<file path="src/rtl/mem_ctrl_pkg.sv">
// Shared types and constants for the JOF32 MEM-stage data-memory sequencer.
package mem_ctrl_pkg;

  localparam int WORD_W = 32;

  typedef enum logic [2:0] {
    IDLE   = 3'd0,
    RD     = 3'd1,
    RD_RSP = 3'd2,
    WR     = 3'd3,
    RMW_RD = 3'd4,
    RMW_WR = 3'd5,
    ERR    = 3'd6
  } state_t;

  localparam logic [1:0] LANE0 = 2'd0;
  localparam logic [1:0] LANE1 = 2'd1;
  localparam logic [1:0] LANE2 = 2'd2;
  localparam logic [1:0] LANE3 = 2'd3;

endpackage

</file>
<file path="src/rtl/byte_lane_fmt.sv">
// Little-endian byte-lane helper: zero-extended extract and single-lane merge.
module byte_lane_fmt
  import mem_ctrl_pkg::*;
(
  input  logic [WORD_W-1:0] word,
  input  logic [1:0]        lane,
  input  logic [7:0]        byte_in,
  output logic [WORD_W-1:0] extracted,
  output logic [WORD_W-1:0] merged
);

  // Select one lane for loads and splice one lane in for byte stores.
  always_comb begin
    extracted = {WORD_W{1'b0}};
    merged    = word;
    case (lane)
      LANE0: begin
        extracted = {24'd0, word[7:0]};
        merged    = {word[31:8], byte_in};
      end
      LANE1: begin
        extracted = {24'd0, word[15:8]};
        merged    = {word[31:16], byte_in, word[7:0]};
      end
      LANE2: begin
        extracted = {24'd0, word[23:16]};
        merged    = {word[31:24], byte_in, word[15:0]};
      end
      LANE3: begin
        extracted = {24'd0, word[31:24]};
        merged    = {byte_in, word[23:0]};
      end
      default: begin
        extracted = {WORD_W{1'b0}};
        merged    = word;
      end
    endcase
  end

endmodule

</file>
<file path="src/rtl/mem_access_ctrl.sv">
// One-at-a-time load/store sequencer driving a 1-cycle-latency synchronous data RAM.
module mem_access_ctrl
  import mem_ctrl_pkg::*;
#(
  parameter int ADDR_W = 10
) (
  input  logic              clk,
  input  logic              rst,
  input  logic              req_valid,
  output logic              req_ready,
  input  logic              req_we,
  input  logic              req_byte,
  input  logic [31:0]       req_addr,
  input  logic [31:0]       req_wdata,
  output logic              resp_valid,
  output logic              resp_err,
  output logic [31:0]       resp_rdata,
  output logic [ADDR_W-1:0] mem_addr,
  output logic              mem_we,
  output logic [31:0]       mem_wdata,
  input  logic [31:0]       mem_rdata
);

  state_t            state;
  logic              cap_byte;
  logic [1:0]        cap_lane;
  logic [WORD_W-1:0] cap_wdata;
  logic [WORD_W-1:0] rdata_hold;
  logic [WORD_W-1:0] lane_extracted;
  logic [WORD_W-1:0] lane_merged;
  logic [WORD_W-1:0] load_data;
  logic              accept;
  logic              misaligned;
  logic              unused_addr_bits;

  assign accept           = req_valid & req_ready;
  assign misaligned       = ~req_byte & (req_addr[1:0] != 2'b00);
  assign unused_addr_bits = ^req_addr[31:ADDR_W+2];

  byte_lane_fmt u_fmt (
    .word      (mem_rdata),
    .lane      (cap_lane),
    .byte_in   (cap_wdata[7:0]),
    .extracted (lane_extracted),
    .merged    (lane_merged)
  );

  assign load_data = cap_byte ? lane_extracted : mem_rdata;

  // RAM data is only valid during RD_RSP / RMW_WR, so those cycles bypass the held registers.
  assign resp_rdata = (state == RD_RSP) ? load_data : rdata_hold;
  assign mem_wdata  = (state == RMW_WR) ? lane_merged : cap_wdata;

  // Sequencer state and registered handshake / RAM control.
  always_ff @(posedge clk) begin
    if (rst) begin
      state      <= IDLE;
      req_ready  <= 1'b1;
      resp_valid <= 1'b0;
      resp_err   <= 1'b0;
      rdata_hold <= {WORD_W{1'b0}};
      mem_we     <= 1'b0;
      mem_addr   <= {ADDR_W{1'b0}};
      cap_byte   <= 1'b0;
      cap_lane   <= LANE0;
      cap_wdata  <= {WORD_W{1'b0}};
    end else begin
      case (state)
        IDLE: begin
          if (accept) begin
            req_ready <= 1'b0;
            cap_byte  <= req_byte;
            cap_lane  <= req_addr[1:0];
            cap_wdata <= req_wdata;
            if (misaligned) begin
              state      <= ERR;
              resp_valid <= 1'b1;
              resp_err   <= 1'b1;
              rdata_hold <= {WORD_W{1'b0}};
            end else begin
              mem_addr <= req_addr[ADDR_W+1:2];
              if (!req_we) begin
                state <= RD;
              end else if (!req_byte) begin
                state      <= WR;
                mem_we     <= 1'b1;
                resp_valid <= 1'b1;
              end else begin
                state <= RMW_RD;
              end
            end
          end else begin
            state <= IDLE;
          end
        end
        RD: begin
          state      <= RD_RSP;
          resp_valid <= 1'b1;
        end
        RD_RSP: begin
          state      <= IDLE;
          rdata_hold <= load_data;
          resp_valid <= 1'b0;
          req_ready  <= 1'b1;
        end
        WR: begin
          state      <= IDLE;
          mem_we     <= 1'b0;
          resp_valid <= 1'b0;
          req_ready  <= 1'b1;
        end
        RMW_RD: begin
          state      <= RMW_WR;
          mem_we     <= 1'b1;
          resp_valid <= 1'b1;
        end
        RMW_WR: begin
          state      <= IDLE;
          mem_we     <= 1'b0;
          resp_valid <= 1'b0;
          req_ready  <= 1'b1;
        end
        ERR: begin
          state      <= IDLE;
          resp_valid <= 1'b0;
          resp_err   <= 1'b0;
          req_ready  <= 1'b1;
        end
        default: begin
          state      <= IDLE;
          mem_we     <= 1'b0;
          resp_valid <= 1'b0;
          resp_err   <= 1'b0;
          req_ready  <= 1'b1;
        end
      endcase
    end
  end

endmodule

</file>
<file path="config.mk">
export PLATFORM = sky130hd
export DESIGN_NAME = mem_access_ctrl
export DESIGN_NICKNAME = d
export VERILOG_FILES = /design/src/rtl/mem_ctrl_pkg.sv /design/src/rtl/byte_lane_fmt.sv /design/src/rtl/mem_access_ctrl.sv
export SDC_FILE = /design/constraint.sdc
export NUM_CORES = 1
export LEC_CHECK = 0
export CORE_MARGIN = 2
export CORE_UTILIZATION = 46
export DETAILED_ROUTE_END_ITERATION = 8
export HOLD_SLACK_MARGIN = 0.02
export PLACE_DENSITY = 0.81
export RECOVER_POWER = 25
export SLEW_MARGIN = 20
export SYNTH_ARGS = -nofsm -noshare
export SYNTH_HDL_FRONTEND = slang
export SYNTH_HIERARCHICAL = 1
export SYNTH_SLANG_ARGS = --single-unit
</file>
<file path="constraint.sdc">
create_clock -name clk -period 2 [get_ports clk]
set_input_delay 0.2 -clock clk [delete_from_list [all_inputs] [get_ports clk]]
set_output_delay 0.2 -clock clk [all_outputs]
set_load 0.05 [all_outputs]
</file>
# == Yosys cells after proc, flatten, opt, wreduce, memory -nomap -nowiden ==
# Cells that the tools add are included.
# classes
eq_ne,16
mux,26
bitwise,7
n_reduce_logical,14
# ops
operator,count
32-bit case mux with 4 select lines,2
32-bit 2-to-1 mux,5
32-bit case mux with 2 select lines,1
3-bit 2-to-1 mux,4
3-bit AND reduction,4
"2-bit != test, second input constant",5
"3-bit == test, second input constant",3
1-bit 2-to-1 mux,9
3-bit case mux with 3 select lines,1
"3-bit by 2-bit == test with 1-bit output, second input constant",2
"3-bit != test, second input constant",2
1-bit case mux with 2 select lines,3
1-bit NOT,5
5-bit AND reduction,1
5-bit OR reduction,1
"2-bit == test, second input constant",2
2-bit AND reduction,2
2-bit nonzero test,2
"3-bit by 1-bit == test with 1-bit output, second input constant",1
3-bit logical NOT,1
1-bit case mux with 3 select lines,1
3-bit OR reduction,1
1-bit AND,2
"2-bit by 1-bit == test with 1-bit output, second input constant",1
2 further kinds,2
# totals
ff_bits,84
inputBits,101
out_inout_bits,78
wordCells,73

# == Longest topological paths before layout ==
# Gate-level depths: netlist of the first run.
# depth
ltp_word,5
ltp_mapped,6
mapped_depth_nobuf,4

# == Hierarchy ==
# The synthesis of the first run kept the hierarchy.
# modules_own_cells
mod,instances,cells_each,area_each_um2,seq_area_each_um2
mem_access_ctrl,1,573,4683.2,1681.6
byte_lane_fmt,1,73,805.8,0.0

# == Worst setup path after synthesis of the first run ==
# OpenSTA, ideal clock, no wires.
# synth_timing
path_kind,register to output
start,register state[1]
end,output port resp_rdata[0]
arrival_time_ns,2.247
t_required_ns,1.800
setup_slack_ns,-0.447
stages_incl_launch_ff,6
path_cell_list,dfxtp_1 or3b_1 clkbuf_1 buf_6 buf_4 o21ai_0
# synth_via
elab_chain_len,2
# synth_rtl
item,line_no,source
"start, declared",mem_access_ctrl.sv:24,state_t state;
"start signal, assigned",mem_access_ctrl.sv:57,state <= IDLE;
"start signal, assigned",mem_access_ctrl.sv:76,state <= ERR;
"start signal, assigned",mem_access_ctrl.sv:83,state <= RD;
3-bit by 2-bit == test with 1-bit output,mem_access_ctrl.sv:51,assign resp_rdata = (state == RD_RSP) ? load_data : rdata_hold;
32-bit 2-to-1 mux,mem_access_ctrl.sv:51,
"end, declared",mem_access_ctrl.sv:17,"output logic [31:0] resp_rdata,"
# No other way between the ends.

# == Worst setup path after layout of the first run ==
# layout_timing
start,register cap_byte
end,output port resp_rdata[24]
# layout_via
elab_chain_len,2
# layout_rtl
item,line_no,source
"start, declared",mem_access_ctrl.sv:25,logic cap_byte;
"start signal, assigned",mem_access_ctrl.sv:72,cap_byte <= req_byte;
32-bit 2-to-1 mux,mem_access_ctrl.sv:48,assign load_data = cap_byte ? lane_extracted : mem_rdata;
32-bit 2-to-1 mux,mem_access_ctrl.sv:51,
# No other way between the ends.

==> qor.csv, run 1 <==
stage,metric,value,unit
status,outcome,"finished, violations left",
status,failing checks,"design-rule violations, negative setup slack",
final_layout,"commonest non-fill, non-tap cells in the layout","93 x clkdlybuf4s50_1, 79 x dfxtp_1, 74 x a21oi_1",
yosys,cell accounting for the most synthesized area,dfxtp_1,
grt,Tot GR Track Use,0.320,
yosys,mapped cell area,5490,sq um
timing,skew final,14.0,ps
power_and_ir_drop,P_leak,3.71,nW
final_layout,final net count,932,
power_and_ir_drop,Peak VDD IR,0.455,mV
final_layout,Non-Filler Instances,979,
critical_path,CP max-delay cell,mux2i_1,
die,Core Footprint,11500,sq um
flow_run,MaxCap Viol Count,0,
grt,number of global-route vias before repair,5967,
final_layout,n_diodes,0,
placement,I/O Buffers,158,
timing,period utilization,1.17,
critical_path,startpoint types,register,
yosys,synth unique cells,34,
yosys,Mean Syn Cell Area,8.50,sq um
power_and_ir_drop,Design Power,7.23,mW
grt,largest net degree at the start of global routing,49,
die,IO Pins,179,
placement,Final HPWL DP,12800,um
timing,"Slew Viols, Final",0,
yosys,cell count after synthesis,646,
die,Die Y,113,um
critical_path,critical-path cell list,"buf_12, mux2i_1, o21ai_4, buf_6, buf_12",
yosys,top post-synthesis cells by area,"dfxtp_1 31%, mux2_2 13%, o21ai_0 9.1%",
final_layout,layout cells sized above 1,0.354,
yosys,Most used DFF post-synth,dfxtp_1,
route,final antenna-violating net count,0,
final_layout,final instance area,9220,sq um
critical_path,WS Path Type,reg2out,
critical_path,CP endpoint kind,primary output,
placement,DP Cell Count,935,
die,std cell rows,39,
final_layout,"most common cell after layout, fill and taps aside",clkdlybuf4s50_1,
clock_tree,worst-case clock buffer depth,2,
clock_tree,Clock Root Buffer,clkbuf_16,
critical_path,cell mode on critical path,buf_12,
grt,first-pass GRT wire length,32300,um
timing,Fin. Hold Viols,0,
route,vias,6428,
die,full die area,12800,sq um
yosys,YS warnings,6,
timing,WHS,352,ps
grt,grt total ovfl,0,
placement,Post-Place Setup Slack,-45.3,ps
placement,placed cell area,7990,sq um
clock_tree,later-pin clock latency in the skew report,360,ps
critical_path,CP arrival,2140,ps
worst_hold_path,worst min path class,in2reg,
grt,initial antenna violation count,0,
timing,relative slew slack,0.446,
clock_tree,clock sinks,84,
die,Die X,113,um
yosys,Synth Register Bits,84,
critical_path,max incr delay on CP,700,ps
die,initial core utilization,0.477,
timing,RSZ-0062 raised after global routing,true,
timing,worst slew pin tran,808,ps
yosys,Synth top area share,0.306,
route,drt total wl,25200,um
critical_path,"Req. time, crit path",1800,ps
timing,final setup vio count,70,
placement,gp weighted congestion,0.905,
yosys,"Seq/Total Area, Yosys",0.306,
clock_tree,"Reg clk slew, reported paths",70,ps
yosys,number of synthesized flops with an enable pin,0,
route,number of detailed-route iterations in the first pass,9,
route,Via-to-Cell Ratio,6.57,
power_and_ir_drop,Power Density,785,nW/um^2
route,wire per inst,25.7,um
clock_tree,CTS Hold Bufs,0,
final_layout,synth-to-layout area growth,68.0,%
timing,achievable clock frequency,428,MHz
timing,min Tclk post-route,2340,ps
clock_tree,CTS H-tree lvls,3,
clock_tree,CTS Buf Count,9,
critical_path,critical path peak fanout,14,
clock_tree,CTS tree,built,
yosys,asr flop ratio synth,0,
route,DR iter-0 viols,847,
route,Residual DRC,11,
final_layout,# fillers,628,
timing,PnR worst setup slack,-337,ps
[logic make-up (layout without fill, tap and decap cells)]
logic type,count (synthesis),count (layout),synth area share
AND/OR/NAND/NOR,148,149,0.150
buffers and inverters,88,254,0.0848
other,1,24,0.000683
flip-flops,84,84,0.306
AO/OA/AOI/OAI,211,211,0.217
multiplexers,114,114,0.241
[timing repair]
item	CTS	global route
setup endpoints to repair	57	65
resized for setup	92	74
gates cloned	2	10
pin swaps	2	12
buffers inserted	15	6
[synthesized netlist by cell type (2+ instances only)]
cell type / number
a21oi_1: 75
a2bb2oi_1: 33
buf_2: 14
buf_4: 27
buf_6: 2
clkbuf_1: 44
dfxtp_1: 84
mux2_2: 64
mux2i_1: 42
mux4_2: 8
nand2_1: 36
nand2b_1: 24
nand3_1: 35
nor2_1: 2
nor2b_1: 33
nor3_1: 2
o21ai_0: 100
or2_2: 3
or3_1: 2
or4_1: 2
[power by group]
group / internal [mW] / switching, mW
sequential: 1.83 / 0.151
combinational: 1.60 / 1.90
clock: 1.03 / 0.723
[per-stage QoR]
stage,util,TNS (ps)
global route,0.801,-8440
floorplan,-,-9040
global placement,0.694,-0.861
CTS,0.757,-638
detailed placement,0.694,-71.4
finish,0.801,-8650
[cell type report]
type	instances	area, sq um	area share
multi-input combinational	498	3940	0.428
timing repair buffer	238	3100	0.336
sequential	84	1700	0.184
clock buffer	12	256	0.0278
tap	143	179	0.0194
clock inverter	4	47.5	0.00516
[critical path, delay by kind of cell, from the launching register on]
family	cells	cell delay (ps)
compound gates	1	130
flops	1	460
buf+inv	3	480
mux	1	700
[state kept, by name, summed over array words and instances, names as in the netlist]
signal / flops
cap_wdata: 32
rdata_hold: 32
mem_addr: 10
state: 3
cap_lane: 2
cap_byte: 1
mem_we: 1
req_ready: 1
resp_err: 1
resp_valid: 1
[per-layer routing]
metal,global-route usage,up-vias,wire (um)
met1,0.382,2944,8510
met4,0.192,0,2410
met2,0.518,611,11200
met5,0,-,0
met3,0.0852,202,3050
li1,-,2671,-
[path summary, 6_finish.rpt]
kind                            cells after the start              to  slack [ps]        start
worst min register to register                      2        resp_err         480     resp_err
worst max-delay path                                5  resp_rdata[24]        -340     cap_byte
worst max register to register                      9   rdata_hold[4]        -190  cap_lane[0]
worst min-delay path                                2   cap_wdata[25]         350          rst
No activity file was read; power rests on OpenSTA's default activity.
==> run 2: changes to the inputs <==
CORE_MARGIN = 5   (was 2)
CORE_UTILIZATION = 44   (was 46)
PLACE_DENSITY = 0.82   (was 0.81)
SYNTH_HIERARCHICAL = not set   (was 1)
==> run 2 against run 1 <==
The flow finishes with violations (negative setup slack). Highest routed layer unchanged. Setup slack better by 210 ps. Fmax rose by 10%. Combinational power is 23% lower. Sequential share of layout area rose by 1.9 points. Critical path type unchanged. Non-clock buffer count decreased by 20. Final area down 9.5%.
==> qor.csv, run 2 <==
stage,metric,value,unit
timing,Fin. Hold Viols,0,
die,Die Y,112,um
timing,"Slew Viols, Final",0,
critical_path,cell mode on critical path,buf_12,
final_layout,n_diodes,0,
timing,relative slew slack,0.654,
route,vias,5702,
grt,Tot GR Track Use,0.279,
die,std cell rows,37,
route,drt total wl,21400,um
final_layout,Util after Layout,0.812,
yosys,synth unique cells,43,
yosys,YS warnings,0,
grt,number of global-route vias before repair,5286,
yosys,Synth Register Bits,84,
placement,I/O Buffers,158,
critical_path,critical path peak fanout,15,
timing,RSZ-0062 raised after global routing,true,
grt,grt total ovfl,0,
clock_tree,clock sinks,84,
die,IO Pins,179,
clock_tree,"Reg clk slew, reported paths",80,ps
die,full die area,12600,sq um
critical_path,WS Path Type,reg2out,
clock_tree,CTS Buf Count,9,
route,wire per inst,24.2,um
status,failing checks,negative setup slack,
timing,final setup vio count,34,
yosys,syn_nets,671,
critical_path,max incr delay on CP,390,ps
clock_tree,CTS Hold Bufs,0,
grt,initial antenna violation count,0,
yosys,top-count cell post-synth,o21ai_0,
yosys,cell count after synthesis,570,
critical_path,Worst Path Buf+Inv,2,
clock_tree,later-pin clock latency in the skew report,360,ps
grt,largest net degree at the start of global routing,51,
clock_tree,CTS H-tree lvls,3,
route,Via-to-Cell Ratio,6.46,
placement,Final HPWL DP,12600,um
timing,achievable clock frequency,471,MHz
timing,PnR worst setup slack,-125,ps
timing,period utilization,1.06,
yosys,asr flop ratio synth,0,
die,Core Footprint,10300,sq um
yosys,"top cells by count, synth","85 x o21ai_0, 84 x dfxtp_1, 63 x nand2_1",
final_layout,"most common cell after layout, fill and taps aside",clkdlybuf4s50_1,
route,DR iter-0 viols,517,
final_layout,synth-to-layout area growth,81.5,%
route,final antenna-violating net count,0,
yosys,mapped cell area,4600,sq um
yosys,Mean Syn Cell Area,8.07,sq um
route,number of detailed-route iterations in the first pass,9,
timing,worst slew pin tran,517,ps
grt,first-pass GRT wire length,28500,um
critical_path,critical-path cell list,"buf_12, mux2_2, o22ai_1, o31ai_4, buf_12",
power_and_ir_drop,Peak VDD IR,0.523,mV
power_and_ir_drop,Power Density,721,nW/um^2
yosys,Synth top area share,0.366,
die,initial core utilization,0.448,
final_layout,final net count,843,
placement,Post-Place Setup Slack,35.6,ps
final_layout,"commonest non-fill, non-tap cells in the layout","93 x clkdlybuf4s50_1, 78 x dfxtp_1, 63 x buf_12",
clock_tree,CTS tree,built,
yosys,top post-synthesis cells by area,"dfxtp_1 37%, o21ai_0 9.2%, mux2i_1 5.2%",
timing,skew final,15.5,ps
clock_tree,worst-case clock buffer depth,2,
flow_run,MaxCap Viol Count,0,
critical_path,CP endpoint kind,primary output,
timing,min Tclk post-route,2120,ps
final_layout,Regs by FF count,"cap_wdata x32, rdata_hold x32, mem_addr x10",
critical_path,"Req. time, crit path",1800,ps
yosys,Most used DFF post-synth,dfxtp_1,
die,Die X,112,um
status,outcome,"finished, violations left",
worst_hold_path,worst min path class,in2reg,
critical_path,CP max-delay cell,dfxtp_4,
yosys,cell accounting for the most synthesized area,dfxtp_1,
critical_path,CP arrival,1920,ps
yosys,"Seq/Total Area, Yosys",0.366,
clock_tree,Clock Root Buffer,clkbuf_8,
yosys,number of synthesized flops with an enable pin,0,
placement,gp weighted congestion,0.938,
route,Residual DRC,0,
power_and_ir_drop,P_leak,3.23,nW
critical_path,startpoint types,register,
final_layout,layout cells sized above 1,0.365,
critical_path,crit-path leading delay family,compound AO/OA/AOI/OAI gates,
## run 2: changes by cell type after synthesis, moves of 24 or more
cell       previous run  this run
buf_4                27         1
mux2_2               64        16
nor2b_1              33         1
a22o_1                0        24
nand2_1              36        63
a2bb2oi_1            33         0
a21oi_1              75        47
## run 2: power breakdown
group / total (mW) / switching [mW] / internal, mW
Sequential: 1.94 / 0.133 / 1.80
Combinational: 2.69 / 1.50 / 1.19
Clock: 1.40 / 0.660 / 0.738
## run 2: path summary, 6_finish.rpt
kind	from	depth (start not counted)	endpoint	slack, ps
worst max register to register	state[0]	7	rdata_hold[27]	10
worst min register to register	resp_err	2	resp_err	460
worst max-delay path	cap_lane[1]	5	resp_rdata[6]	-120
worst min-delay path	req_wdata[6]	3	cap_wdata[6]	400
## run 2: cells by family after synthesis
family / synth area share
buffers and inverters: 0.0683
flip-flops: 0.366
AND/OR/NAND/NOR: 0.181
multiplexers: 0.0914
AO/OA/AOI/OAI: 0.294
## run 2: cell type report
class / count / area (sq um)
inverter: 13 / 48.8
clock buffer: 12 / 145
clock inverter: 4 / 72.6
timing repair buffer: 218 / 2880
multi-input combinational: 416 / 3330
fill: 575 / 1930
sequential: 84 / 1700
tap: 136 / 170
## run 2: tightest hold or removal path, cell delays in order
cell	delay (ps)
clkdlybuf4s50_1	390
nand3_1	60
a21oi_1	50
## run 2: what timing repair did
item                                    4_1_cts  5_1_grt
pin swaps                                     6       31
endpoints found under the setup margin       60       91
cloned                                        5        5
hold endpoints to repair                      0        0
gates resized for setup                      38      109
setup buffers                                 5        6
## run 2: metal layers
| metal | track usage | part of all wire | up-vias |
|---|---|---|---|
| li1 | - | - | 2444 |
| met1 | 0.341 | 0.35 | 2702 |
| met2 | 0.481 | 0.49 | 450 |
| met3 | 0.0706 | 0.11 | 106 |
| met4 | 0.0881 | 0.047 | 0 |
| met5 | 0 | 0 | - |
## run 2: per-stage QoR
step	hold WS (ps)	setup TNS (ps)	std cells	area (sq um)	power (mW)
global placement	444	0	846	7150	4.15
global route	390	-3010	883	8350	6.20
detailed placement	448	0	846	7150	4.19
floorplan	325	-2630	570	4730	3.16
finish	401	-1180	883	8350	6.02
CTS	399	-1110	872	7700	5.65
==> run 3: changes to the inputs <==
CORE_UTILIZATION = 46   (was 44)
DONT_BUFFER_PORTS = 1   (was not set)
PLACE_DENSITY = not set   (was 0.82)
==> run 3 against run 2 <==
The flow still finishes with violations (negative setup slack). Count of clock-buffer cells in the layout stayed put. Critical endpoint is now resp_rdata[8]. Total power fell by 12%. Register-to-register slack gained 70 ps. Utilization down 9.9 points. Clock power shrank 3%. Clock skew shrank 8.5 ps. Highest routed layer unchanged. Via count fell by 9.7%. Global-route usage increased by 0.058 points.
==> qor.csv, run 3 (synthesized netlist as in run 2, its figures left out) <==
stage,metric,value,unit
timing,relative slew slack,0.489,
power_and_ir_drop,Peak VDD IR,0.454,mV
clock_tree,CTS Buf Count,9,
route,final antenna-violating net count,0,
critical_path,CP max-delay cell,or3b_4,
grt,grt total ovfl,0,
critical_path,Worst setup startpoint,state[0],
critical_path,Worst Path Buf+Inv,2,
timing,period utilization,1.02,
timing,worst slew pin tran,767,ps
grt,first-pass GRT wire length,26200,um
timing,Fin. Hold Viols,0,
die,IO Pins,179,
final_layout,n_diodes,0,
critical_path,crit-path leading delay family,simple AND/OR/NAND/NOR gates,
final_layout,layout cells sized above 1,0.298,
clock_tree,CTS tree,built,
critical_path,worst r2r src,state[1],
die,Die X,110,um
clock_tree,"Reg clk slew, reported paths",90,ps
route,vias,5149,
power_and_ir_drop,Design Power,5.33,mW
critical_path,critical path peak fanout,19,
placement,I/O Buffers,0,
die,initial core utilization,0.471,
worst_hold_path,worst min path class,in2reg,
final_layout,final net count,784,
critical_path,Crit path depth,4,
timing,RSZ-0062 raised after global routing,true,
grt,initial antenna violation count,0,
placement,placed cell area,5640,sq um
final_layout,"commonest non-fill, non-tap cells in the layout","79 x dfxtp_1, 69 x dlygate4sd3_1, 57 x nand2_1",
placement,Final HPWL DP,11100,um
critical_path,CP arrival,1830,ps
grt,Tot GR Track Use,0.280,
critical_path,CP endpoint kind,primary output,
die,full die area,12100,sq um
critical_path,WS Path Type,reg2out,
clock_tree,clock sinks,84,
final_layout,"most common cell after layout, fill and taps aside",dfxtp_1,
die,Core Footprint,9770,sq um
critical_path,register-to-register setup slack,80,ps
critical_path,Reg2Reg Capture Point,rdata_hold[23],
route,number of detailed-route iterations in the first pass,6,
clock_tree,CTS H-tree lvls,3,
route,DR iter-0 viols,478,
power_and_ir_drop,P_leak,2.72,nW
timing,"Slew Viols, Final",0,
grt,largest net degree at the start of global routing,41,
status,failing checks,negative setup slack,
status,outcome,"finished, violations left",
grt,number of global-route vias before repair,4865,
route,Via-to-Cell Ratio,6.27,
placement,gp weighted congestion,0.901,
route,Residual DRC,0,
critical_path,"Req. time, crit path",1800,ps
route,drt total wl,17700,um
critical_path,worst r2r path cells,5,
timing,final setup vio count,11,
die,Die Y,110,um
clock_tree,Clock Root Buffer,clkbuf_8,
timing,achievable clock frequency,492,MHz
timing,PnR worst setup slack,-33.7,ps
critical_path,max incr delay on CP,520,ps
final_layout,synth-to-layout area growth,51.5,%
critical_path,critical-path cell list,"or3b_4, clkbuf_16, o21ai_2, buf_12",
critical_path,crit path capture,resp_rdata[8],
final_layout,Regs by FF count,"cap_wdata x32, rdata_hold x32, mem_addr x10",
flow_run,MaxCap Viol Count,0,
final_layout,final instance area,6970,sq um
clock_tree,later-pin clock latency in the skew report,350,ps
clock_tree,worst-case clock buffer depth,2,
timing,WHS,68.3,ps
power_and_ir_drop,Power Density,764,nW/um^2
critical_path,startpoint types,register,
die,std cell rows,36,
timing,min Tclk post-route,2030,ps
route,wire per inst,21.6,um
timing,skew final,6.95,ps
final_layout,Util after Layout,0.713,
## run 3: cell types whose count changed in the layout (fill, tap and decap cells not counted), sizes merged
cell           change
buf               -35
clkdlybuf4s50     -93
dlygate4sd3       +69
## run 3: worst min-delay path by stage
stage                  start             end  slack, ps  cells after the start
3_5_place_dp             rst   cap_wdata[30]        280                      1
6_report            req_byte        state[1]         70                      2
2_1_floorplan  mem_rdata[10]  rdata_hold[10]        330                      1
3_3_place_gp             rst        resp_err        280                      1
4_1_cts             req_byte        state[1]         50                      2
5_1_grt             req_byte        state[1]         50                      2
## run 3: what timing repair did
action	4_1_cts	5_1_grt
resized for setup	29	40
pin swaps	5	6
hold buffers	70	0
hold endpoints to repair	75	0
setup endpoints to repair	61	52
cloned	1	2
buffers inserted	7	3
## run 3: through the flow
stage                     setup slack (ps)  TNS (ps)  instances
after detailed placement               175         0        722
final                                -33.7      -170        821
after floorplan                       -375     -2630        570
after global placement                 208         0        722
after global routing                 -86.9     -1940        821
after CTS                            -31.0     -78.0        816
## run 3: layout make-up
type	count	area [sq um]
Clock buffer	12	145
Clock inverter	4	72.6
Sequential cell	84	1690
Fill cell	743	2800
Tap cell	133	166
Inverter	13	48.8
Timing Repair Buffer	159	1870
Multi-Input combinational cell	416	2970
## run 3: layer usage
metal / GRT usage / share of wire / vias to the layer above
met5: 0 / 0 / -
met4: 0.0712 / 0.021 / 0
met3: 0.0798 / 0.11 / 42
met2: 0.445 / 0.47 / 311
met1: 0.372 / 0.40 / 2476
li1: - / - / 2320
## run 3: report_power, final
group / switching, mW / leakage, nW / internal, mW / total, mW
clock: 0.622 / 0.107 / 0.738 / 1.36
combinational: 1.17 / 1.93 / 0.805 / 1.97
sequential: 0.195 / 0.687 / 1.80 / 2.00
